<file path="src/rtl/alu_writeback_stage_pkg.sv">
// Shared definitions for the execute/writeback stage: default widths,
// ALU opcode encodings, FSM state encodings and a small opcode helper.
package alu_writeback_stage_pkg;

  localparam int DATA_W = 16;
  localparam int ADDR_W = 4;

  // ALU opcodes
  localparam logic [2:0] OP_ADD = 3'b000;
  localparam logic [2:0] OP_SUB = 3'b001;
  localparam logic [2:0] OP_AND = 3'b010;
  localparam logic [2:0] OP_OR  = 3'b011;
  localparam logic [2:0] OP_XOR = 3'b100;
  localparam logic [2:0] OP_SLL = 3'b101;
  localparam logic [2:0] OP_SRL = 3'b110;
  localparam logic [2:0] OP_MUL = 3'b111;

  // FSM state encodings
  localparam logic [1:0] ST_IDLE = 2'd0;
  localparam logic [1:0] ST_READ = 2'd1;
  localparam logic [1:0] ST_EXEC = 2'd2;
  localparam logic [1:0] ST_WB   = 2'd3;

  // MUL is the only opcode that takes more than one EXEC cycle.
  function automatic logic is_mul(input logic [2:0] op);
    return op == OP_MUL;
  endfunction

endpackage

</file>
<file path="src/rtl/alu_writeback_stage_mul.sv">
// Sequential shift-add multiplier: one partial-product step per cycle,
// returns the low DW bits of a*b. o_done/o_product are valid in the cycle
// that performs the final step, so the caller can leave on that same edge.
module alu_writeback_stage_mul #(
  parameter int DW    = 16,
  parameter int STEPS = 16
) (
  input  logic          clk,
  input  logic          reset,
  input  logic          i_start,
  input  logic [DW-1:0] i_a,
  input  logic [DW-1:0] i_b,
  output logic          o_busy,
  output logic          o_done,
  output logic [DW-1:0] o_product
);

  localparam int CW = (STEPS > 1) ? $clog2(STEPS) : 1;

  logic [DW-1:0] r_mcand;
  logic [DW-1:0] r_mplier;
  logic [DW-1:0] r_acc;
  logic [CW-1:0] r_cnt;
  logic          r_busy;

  logic [DW-1:0] w_acc_next;
  logic          w_last;

  // Add the shifted multiplicand whenever the current multiplier bit is set.
  assign w_acc_next = r_acc + (r_mplier[0] ? r_mcand : '0);
  assign w_last     = r_busy && (r_cnt == CW'(STEPS - 1));

  assign o_busy    = r_busy;
  assign o_done    = w_last;
  assign o_product = w_acc_next;

  // Load operands on start, then perform one shift-add step per cycle.
  always_ff @(posedge clk) begin
    // NOTE: sequential state is updated with non-blocking assignments so every
    // register samples the pre-edge values of the others, regardless of order.
    if (!reset) begin
      r_mcand  <= '0;
      r_mplier <= '0;
      r_acc    <= '0;
      r_cnt    <= '0;
      r_busy   <= 1'b0;
    end else if (i_start) begin
      r_mcand  <= i_a;
      r_mplier <= i_b;
      r_acc    <= '0;
      r_cnt    <= '0;
      r_busy   <= 1'b1;
    end else if (r_busy) begin
      r_acc    <= w_acc_next;
      r_mcand  <= r_mcand << 1;
      r_mplier <= r_mplier >> 1;
      r_cnt    <= r_cnt + 1'b1;
      if (w_last) r_busy <= 1'b0;
    end
  end

endmodule

</file>
<file path="src/rtl/alu_writeback_stage.sv">
// Execute/writeback stage around a 16x16 register file: accepts one decoded
// instruction, reads both sources, computes the ALU result (MUL takes
// MUL_CYC cycles) and issues a single-cycle write back into the register file.
module alu_writeback_stage
  import alu_writeback_stage_pkg::*;
#(
  parameter int DW      = DATA_W,
  parameter int AW      = ADDR_W,
  parameter int MUL_CYC = DW
) (
  input  logic          clk,
  input  logic          reset,
  input  logic          in_valid,
  output logic          in_ready,
  input  logic [2:0]    op,
  input  logic [AW-1:0] rs,
  input  logic [AW-1:0] rt,
  input  logic [AW-1:0] rd,
  output logic [AW-1:0] rf_rs,
  output logic [AW-1:0] rf_rt,
  input  logic [DW-1:0] rf_rdata_a,
  input  logic [DW-1:0] rf_rdata_b,
  output logic          rf_regWrite,
  output logic [AW-1:0] rf_rd,
  output logic [DW-1:0] rf_writeData,
  output logic          done,
  output logic          zero
);

  localparam int SHW = $clog2(DW);

  logic [1:0]    r_state;
  logic [2:0]    r_op;
  logic [AW-1:0] r_rs;
  logic [AW-1:0] r_rt;
  logic [AW-1:0] r_rd;
  logic [AW-1:0] r_wb_rd;
  logic [DW-1:0] r_a;
  logic [DW-1:0] r_b;
  logic [DW-1:0] r_wdata;
  logic          r_zero;

  logic [DW-1:0] w_alu;
  logic [DW-1:0] w_result;
  logic          w_exec_done;
  logic          w_mul_start;
  logic          w_mul_busy;
  logic          w_mul_done;
  logic [DW-1:0] w_mul_product;

  // The multiplier loads straight from the read ports at the end of READ,
  // so its first step lands in the first EXEC cycle.
  assign w_mul_start = (r_state == ST_READ) && is_mul(r_op);

  alu_writeback_stage_mul #(
    .DW    (DW),
    .STEPS (MUL_CYC)
  ) u_mul (
    .clk       (clk),
    .reset     (reset),
    .i_start   (w_mul_start),
    .i_a       (rf_rdata_a),
    .i_b       (rf_rdata_b),
    .o_busy    (w_mul_busy),
    .o_done    (w_mul_done),
    .o_product (w_mul_product)
  );

  // Single-cycle ALU on the captured operands; shifts use only the low bits of B.
  always_comb begin
    // NOTE: a default before the case keeps every path assigned, so no latch.
    w_alu = '0;
    case (r_op)
      OP_ADD:  w_alu = r_a + r_b;
      OP_SUB:  w_alu = r_a - r_b;
      OP_AND:  w_alu = r_a & r_b;
      OP_OR:   w_alu = r_a | r_b;
      OP_XOR:  w_alu = r_a ^ r_b;
      OP_SLL:  w_alu = r_a << r_b[SHW-1:0];
      OP_SRL:  w_alu = r_a >> r_b[SHW-1:0];
      default: w_alu = '0;
    endcase
  end

  assign w_result    = is_mul(r_op) ? w_mul_product : w_alu;
  assign w_exec_done = is_mul(r_op) ? w_mul_done : 1'b1;

  // Instruction FSM: IDLE -> READ -> EXEC (1 or MUL_CYC cycles) -> WB -> IDLE.
  always_ff @(posedge clk) begin
    // NOTE: every register is reset here, datapath included, because the
    // write-back outputs are defined to read zero straight out of reset.
    if (!reset) begin
      r_state <= ST_IDLE;
      r_op    <= '0;
      r_rs    <= '0;
      r_rt    <= '0;
      r_rd    <= '0;
      r_wb_rd <= '0;
      r_a     <= '0;
      r_b     <= '0;
      r_wdata <= '0;
      r_zero  <= 1'b0;
    end else begin
      case (r_state)
        ST_IDLE: begin
          if (in_valid) begin
            r_op    <= op;
            r_rs    <= rs;
            r_rt    <= rt;
            r_rd    <= rd;
            r_state <= ST_READ;
          end
        end
        ST_READ: begin
          r_a     <= rf_rdata_a;
          r_b     <= rf_rdata_b;
          r_state <= ST_EXEC;
        end
        ST_EXEC: begin
          if (w_exec_done) begin
            r_wdata <= w_result;
            r_wb_rd <= r_rd;
            r_zero  <= (w_result == '0);
            r_state <= ST_WB;
          end
        end
        ST_WB:   r_state <= ST_IDLE;
        default: r_state <= ST_IDLE;
      endcase
    end
  end

  assign in_ready     = (r_state == ST_IDLE) && !w_mul_busy;
  assign rf_rs        = r_rs;
  assign rf_rt        = r_rt;
  assign rf_regWrite  = (r_state == ST_WB);
  assign done         = (r_state == ST_WB);
  assign rf_rd        = r_wb_rd;
  assign rf_writeData = r_wdata;
  assign zero         = r_zero;

endmodule

</file>
<file path="config.mk">
export PLATFORM = sky130hd
export DESIGN_NAME = alu_writeback_stage
export DESIGN_NICKNAME = d
export VERILOG_FILES = /design/src/rtl/alu_writeback_stage_pkg.sv /design/src/rtl/alu_writeback_stage_mul.sv /design/src/rtl/alu_writeback_stage.sv
export SDC_FILE = /design/constraint.sdc
export NUM_CORES = 1
export LEC_CHECK = 0
export ABC_AREA = 1
export BUFFER_PORTS_ARGS = -buffer_cell sky130_fd_sc_hd__buf_2
export CORE_ASPECT_RATIO = 0.9
export CORE_UTILIZATION = 30
export CTS_CLUSTER_DIAMETER = 30
export DETAILED_ROUTE_END_ITERATION = 7
export MAX_ROUTING_LAYER = met4
export PLACE_DENSITY = 0.57
export SLEW_MARGIN = 20
export SYNTH_ARGS = -nofsm -noshare
export SYNTH_HDL_FRONTEND = slang
export SYNTH_SLANG_ARGS = --single-unit
</file>
<file path="constraint.sdc">
create_clock -name clk -period 9.6 [get_ports clk]
set_input_delay 0.96 -clock clk [delete_from_list [all_inputs] [get_ports clk]]
set_output_delay 0.96 -clock clk [all_outputs]
set_load 0.01 [all_outputs]
</file>
==> impl.org <==
** Outcome
- The flow ran to the end, and the final reports show no timing, DRC or antenna violations.

** Critical path
- Critical path's most frequent cell :: sky130_fd_sc_hd__nand2_1
- STA classifies the critical path startpoint as a flop.
- Worst setup path class :: flop to flop
- Critical path arrival :: 4510 ps
- At the worst endpoint, the required time is 9960 ps.
- Sort of element at the end of the critical path :: flop
- Walking the worst path, the cells encountered are buf_4, inv_2, ha_1, inv_1, nor3_1, inv_1, nor3_1, a31oi_1, a21oi_1, nand2_1, xor2_1, ha_1, nand2_1, nor3_1, nand2_1, nand3_1, nand2_1, nand3_1, nand2_1, nand2_1, nand2_1, nor2_1, nand3_1, a21oi_1.
- The number of buffers and inverters on the critical path is 4.
- Of all nets on the critical path, the largest fanout is 38.
- The setup check on the worst reg-to-reg path leaves a slack of 5450 ps.
- Worst path max stage delay :: 540 ps
- The largest individual stage delay along the critical path comes from the cell sky130_fd_sc_hd__inv_2.
- Cell family with the largest share of critical-path delay :: simple AND/OR/NAND/NOR gates

** Timing
- Count of endpoints failing setup in the final report :: 0
- Across the routed clock network, the largest skew measured is 8.21 ps.
- Unrepaired setup endpoints after global routing :: no
- Max-slew violation count :: 0
- Counting I/O delays and the setup requirement, the final critical path takes 4150 ps.
- The number of endpoints with negative hold slack in the final report was 0.
- Total negative slack :: 0 ps
- In this run the tightest slew margin relative to its limit is 0.254.
- Slew at the pin with the worst max-slew slack :: 1120 ps
- Fmax :: 241 MHz
- Dividing the final minimum period by the clock period gives 0.432.

** Final layout
- Summing all non-filler instances in the final layout gives an area of 10600 um2.
- Area added between synthesis and finish :: 14.4%
- 0 antenna diodes ended up in the layout.
- Net total in the final layout :: 1677
- Proportion of layout cells with a drive suffix above 1 :: 0.0931

** Clock tree
- The H-tree was split into 4 levels.
- The tree is rooted in a sky130_fd_sc_hd__clkbuf_16.
- The later pin in the worst-skew pair is clocked with a latency of 430 ps.
- Cts hold-fix bufs :: 0
- In this run, post-CTS repair resized a total of 0 instances.
- After clock tree synthesis, the clock-pin slew on the worst setup and hold paths is 60 ps.
- Post CTS Setup Buffer Count :: 0
- TritonCTS built the clock tree.
- Clock tree synthesis inserted a total of 17 buffers.
- The longest clock path from root to sink contains 2 buffers.
- Clock sink total :: 123

** Logic synthesis
- When the netlist entered floorplanning its net count stood at 1627.
- Synthesis produced 1505 cells.
- For this run, the register share of the synthesized area comes to 0.267.
- A synthesized cell averages 6.13 um2.
- The share of synthesized area in the top cell type comes to 0.267.
- Yosys instantiated no cell more often than sky130_fd_sc_hd__nand2_1.
- FFs w/ async S/R, synth :: 0
- Netlist area before placement :: 9230 um2
- Prevailing post-synth register cell :: sky130_fd_sc_hd__dfxtp_1
- Synth warn :: 0
- By count the netlist is led by 421 x sky130_fd_sc_hd__nand2_1, 192 x sky130_fd_sc_hd__nand3_1, 180 x sky130_fd_sc_hd__inv_1.
- The synthesized design contains 0 enable-type register cells.
- Synthesis inferred 123 register bits.
- By area the synthesized netlist is led by sky130_fd_sc_hd__dfxtp_1 27%, sky130_fd_sc_hd__nand2_1 17%, sky130_fd_sc_hd__nand3_1 10%.
- After synthesis, the netlist uses 38 different library cells.
- The biggest area contributor in the post-synthesis netlist is sky130_fd_sc_hd__dfxtp_1.

** Global route
- Overflow left after global routing :: 0
- Maximum number of pins on one net before global-route repair :: 78
- Wire length of the first global-routing pass :: 54400 um
- Vias in the first global route :: 9380
- Total global routing track utilization :: 0.232
- Initial antenna violation count :: 0

** Routing
- Once detail routing completed, the nets flagged for antenna violations numbered 0.
- Post-detailed-route via-to-cell ratio :: 5.13
- # DRC :: 0
- Detailed-routing iteration count for the pre-antenna-repair pass :: 5
- After detailed routing, the average wire length per cell comes to 17.8 um.
- After the first detailed-routing iteration, the DRC count stood at 1031.
- Wires add up to 35200 um.
- The detailed router placed 10117 vias in this run.

** Placement
- Final weighted congestion in routability-driven placement :: 1.07
- Port buffering added 81 buffers.
- Once placement finished, the instance area stood at 9940 um2.
- Detailed Place HPWL :: 27100 um

** Hold path
- Class of the tightest hold or removal check :: flop to flop

** Floorplan
- Die extent in x :: 187 um
- I/O Pins :: 82
- The floorplan step defined a die boundary enclosing 31500 um2.
- The floorplan has 60 rows.
- Die height :: 168 um
- The region available for standard cell placement spans 30100 um2.
- Effective utilization at floorplan :: 0.306

** Power and ir drop
- Worst-case vdd ir drop :: 0.150 mV
- Leakage power of the design :: 0.00518 uW
- Total power consumption of the routed design :: 3610 uW
- In this run the power density over the cells is 342 nW/um2.

** Job
- Across the run, the number of max-cap violations was 0.
## cells in the final DEF (no fill, tap or decap), drive strengths merged
cell type	instances
a21oi	95
bufinv	3
or2	5
and3	1
a221oi	1
o21ai	95
buf	93
clkinv	4
nand4	14
nor2	141
clkinvlp	3
fa	2
o31ai	1
xor2	18
inv	197
a211oi	1
dfxtp	123
nand2	421
o211ai	20
nand3	193
o21a	1
a31oi	19
o221ai	3
nand3b	8
xnor2	4
o21bai	3
a21o	3
a22oi	1
nor3	8
ha	70
clkbuf	17
## sequential cells by signal, summed over array words and instances, names as in the netlist
| register | count |
|---|---|
| r_rd | 4 |
| r_a | 16 |
| u_mul.r_mcand | 16 |
| u_mul.r_acc | 16 |
| rf_rs | 4 |
| u_mul.r_mplier | 16 |
| rf_writeData | 16 |
| r_b | 16 |
| u_mul.r_cnt | 4 |
| zero | 1 |
| u_mul.o_busy | 1 |
| r_state | 2 |
| rf_rd | 4 |
| rf_rt | 4 |
| r_op | 3 |
## worst register-to-register path, stage by stage (launching register included)
cell and delay [ps]:
sky130_fd_sc_hd__dfxtp_1 290, sky130_fd_sc_hd__buf_4 230, sky130_fd_sc_hd__inv_2 540, sky130_fd_sc_hd__ha_1 280, sky130_fd_sc_hd__inv_1 50, sky130_fd_sc_hd__nor3_1 130
sky130_fd_sc_hd__inv_1 80, sky130_fd_sc_hd__nor3_1 210, sky130_fd_sc_hd__a31oi_1 160, sky130_fd_sc_hd__a21oi_1 260, sky130_fd_sc_hd__nand2_1 100, sky130_fd_sc_hd__xor2_1 150
sky130_fd_sc_hd__ha_1 400, sky130_fd_sc_hd__nand2_1 120, sky130_fd_sc_hd__nor3_1 250, sky130_fd_sc_hd__nand2_1 90, sky130_fd_sc_hd__nand3_1 70, sky130_fd_sc_hd__nand2_1 50
sky130_fd_sc_hd__nand3_1 70, sky130_fd_sc_hd__nand2_1 80, sky130_fd_sc_hd__nand2_1 90, sky130_fd_sc_hd__nand2_1 60, sky130_fd_sc_hd__nor2_1 110, sky130_fd_sc_hd__nand3_1 80
sky130_fd_sc_hd__a21oi_1 110
## final timing paths
path / startpoint / to / cells past startpoint
worst max-delay path: r_b[1] / zero / 24
worst min-delay path: u_mul.r_mplier[2] / u_mul.r_mplier[2] / 2
worst max register to register: r_b[1] / zero / 24
worst min register to register: u_mul.r_mplier[2] / u_mul.r_mplier[2] / 2
## layer usage
metal | GRT usage | part of all wire | wire length (um)
met1 | 0.324 | 0.48 | 17000
met2 | 0.341 | 0.42 | 14800
met3 | 0.0373 | 0.070 | 2450
met4 | 0.0677 | 0.026 | 914
met5 | - | 0 | 0
## power breakdown
group | internal (uW) | switching, uW | leakage (uW) | total, uW
clock network | 414 | 278 | 0.000294 | 691
registers | 624 | 163 | 0.00100 | 787
logic | 674 | 1460 | 0.00388 | 2130
total | 1710 | 1900 | 0.00518 | 3610
## through the flow
step           instances  utilization  setup slack (ps)  hold slack [ps]
2_1_floorplan       1505            -              6310              441
3_3_place_gp        1939        0.330              5530              454
3_5_place_dp        1939        0.330              5540              458
4_1_cts             1971        0.351              5510              467
5_1_grt             1971        0.351              5060              488
6_report            1971        0.351              5450              469
## kinds of logic (layout without fill, tap and decap cells)
family	after synthesis	in the layout	synth area share
AO/OA/AOI/OAI	243	243	0.145
buffers and inverters	254	317	0.109
AND/OR/NAND/NOR	791	791	0.359
adder cells (fa/ha/maj)	72	72	0.0993
flip-flops	123	123	0.267
XOR/XNOR	22	22	0.0209
## final cells by class
cell class              instances  area (um2)
fillers                      3327       19500
multi-input cells            1128        5760
flip-flops and latches        123        2460
inverters                     192         723
well taps                     403         504
repair buffers                 93         495
clock buffers                  17         425
clock inverters                15         189
No activity file was read; power rests on OpenSTA's default activity.
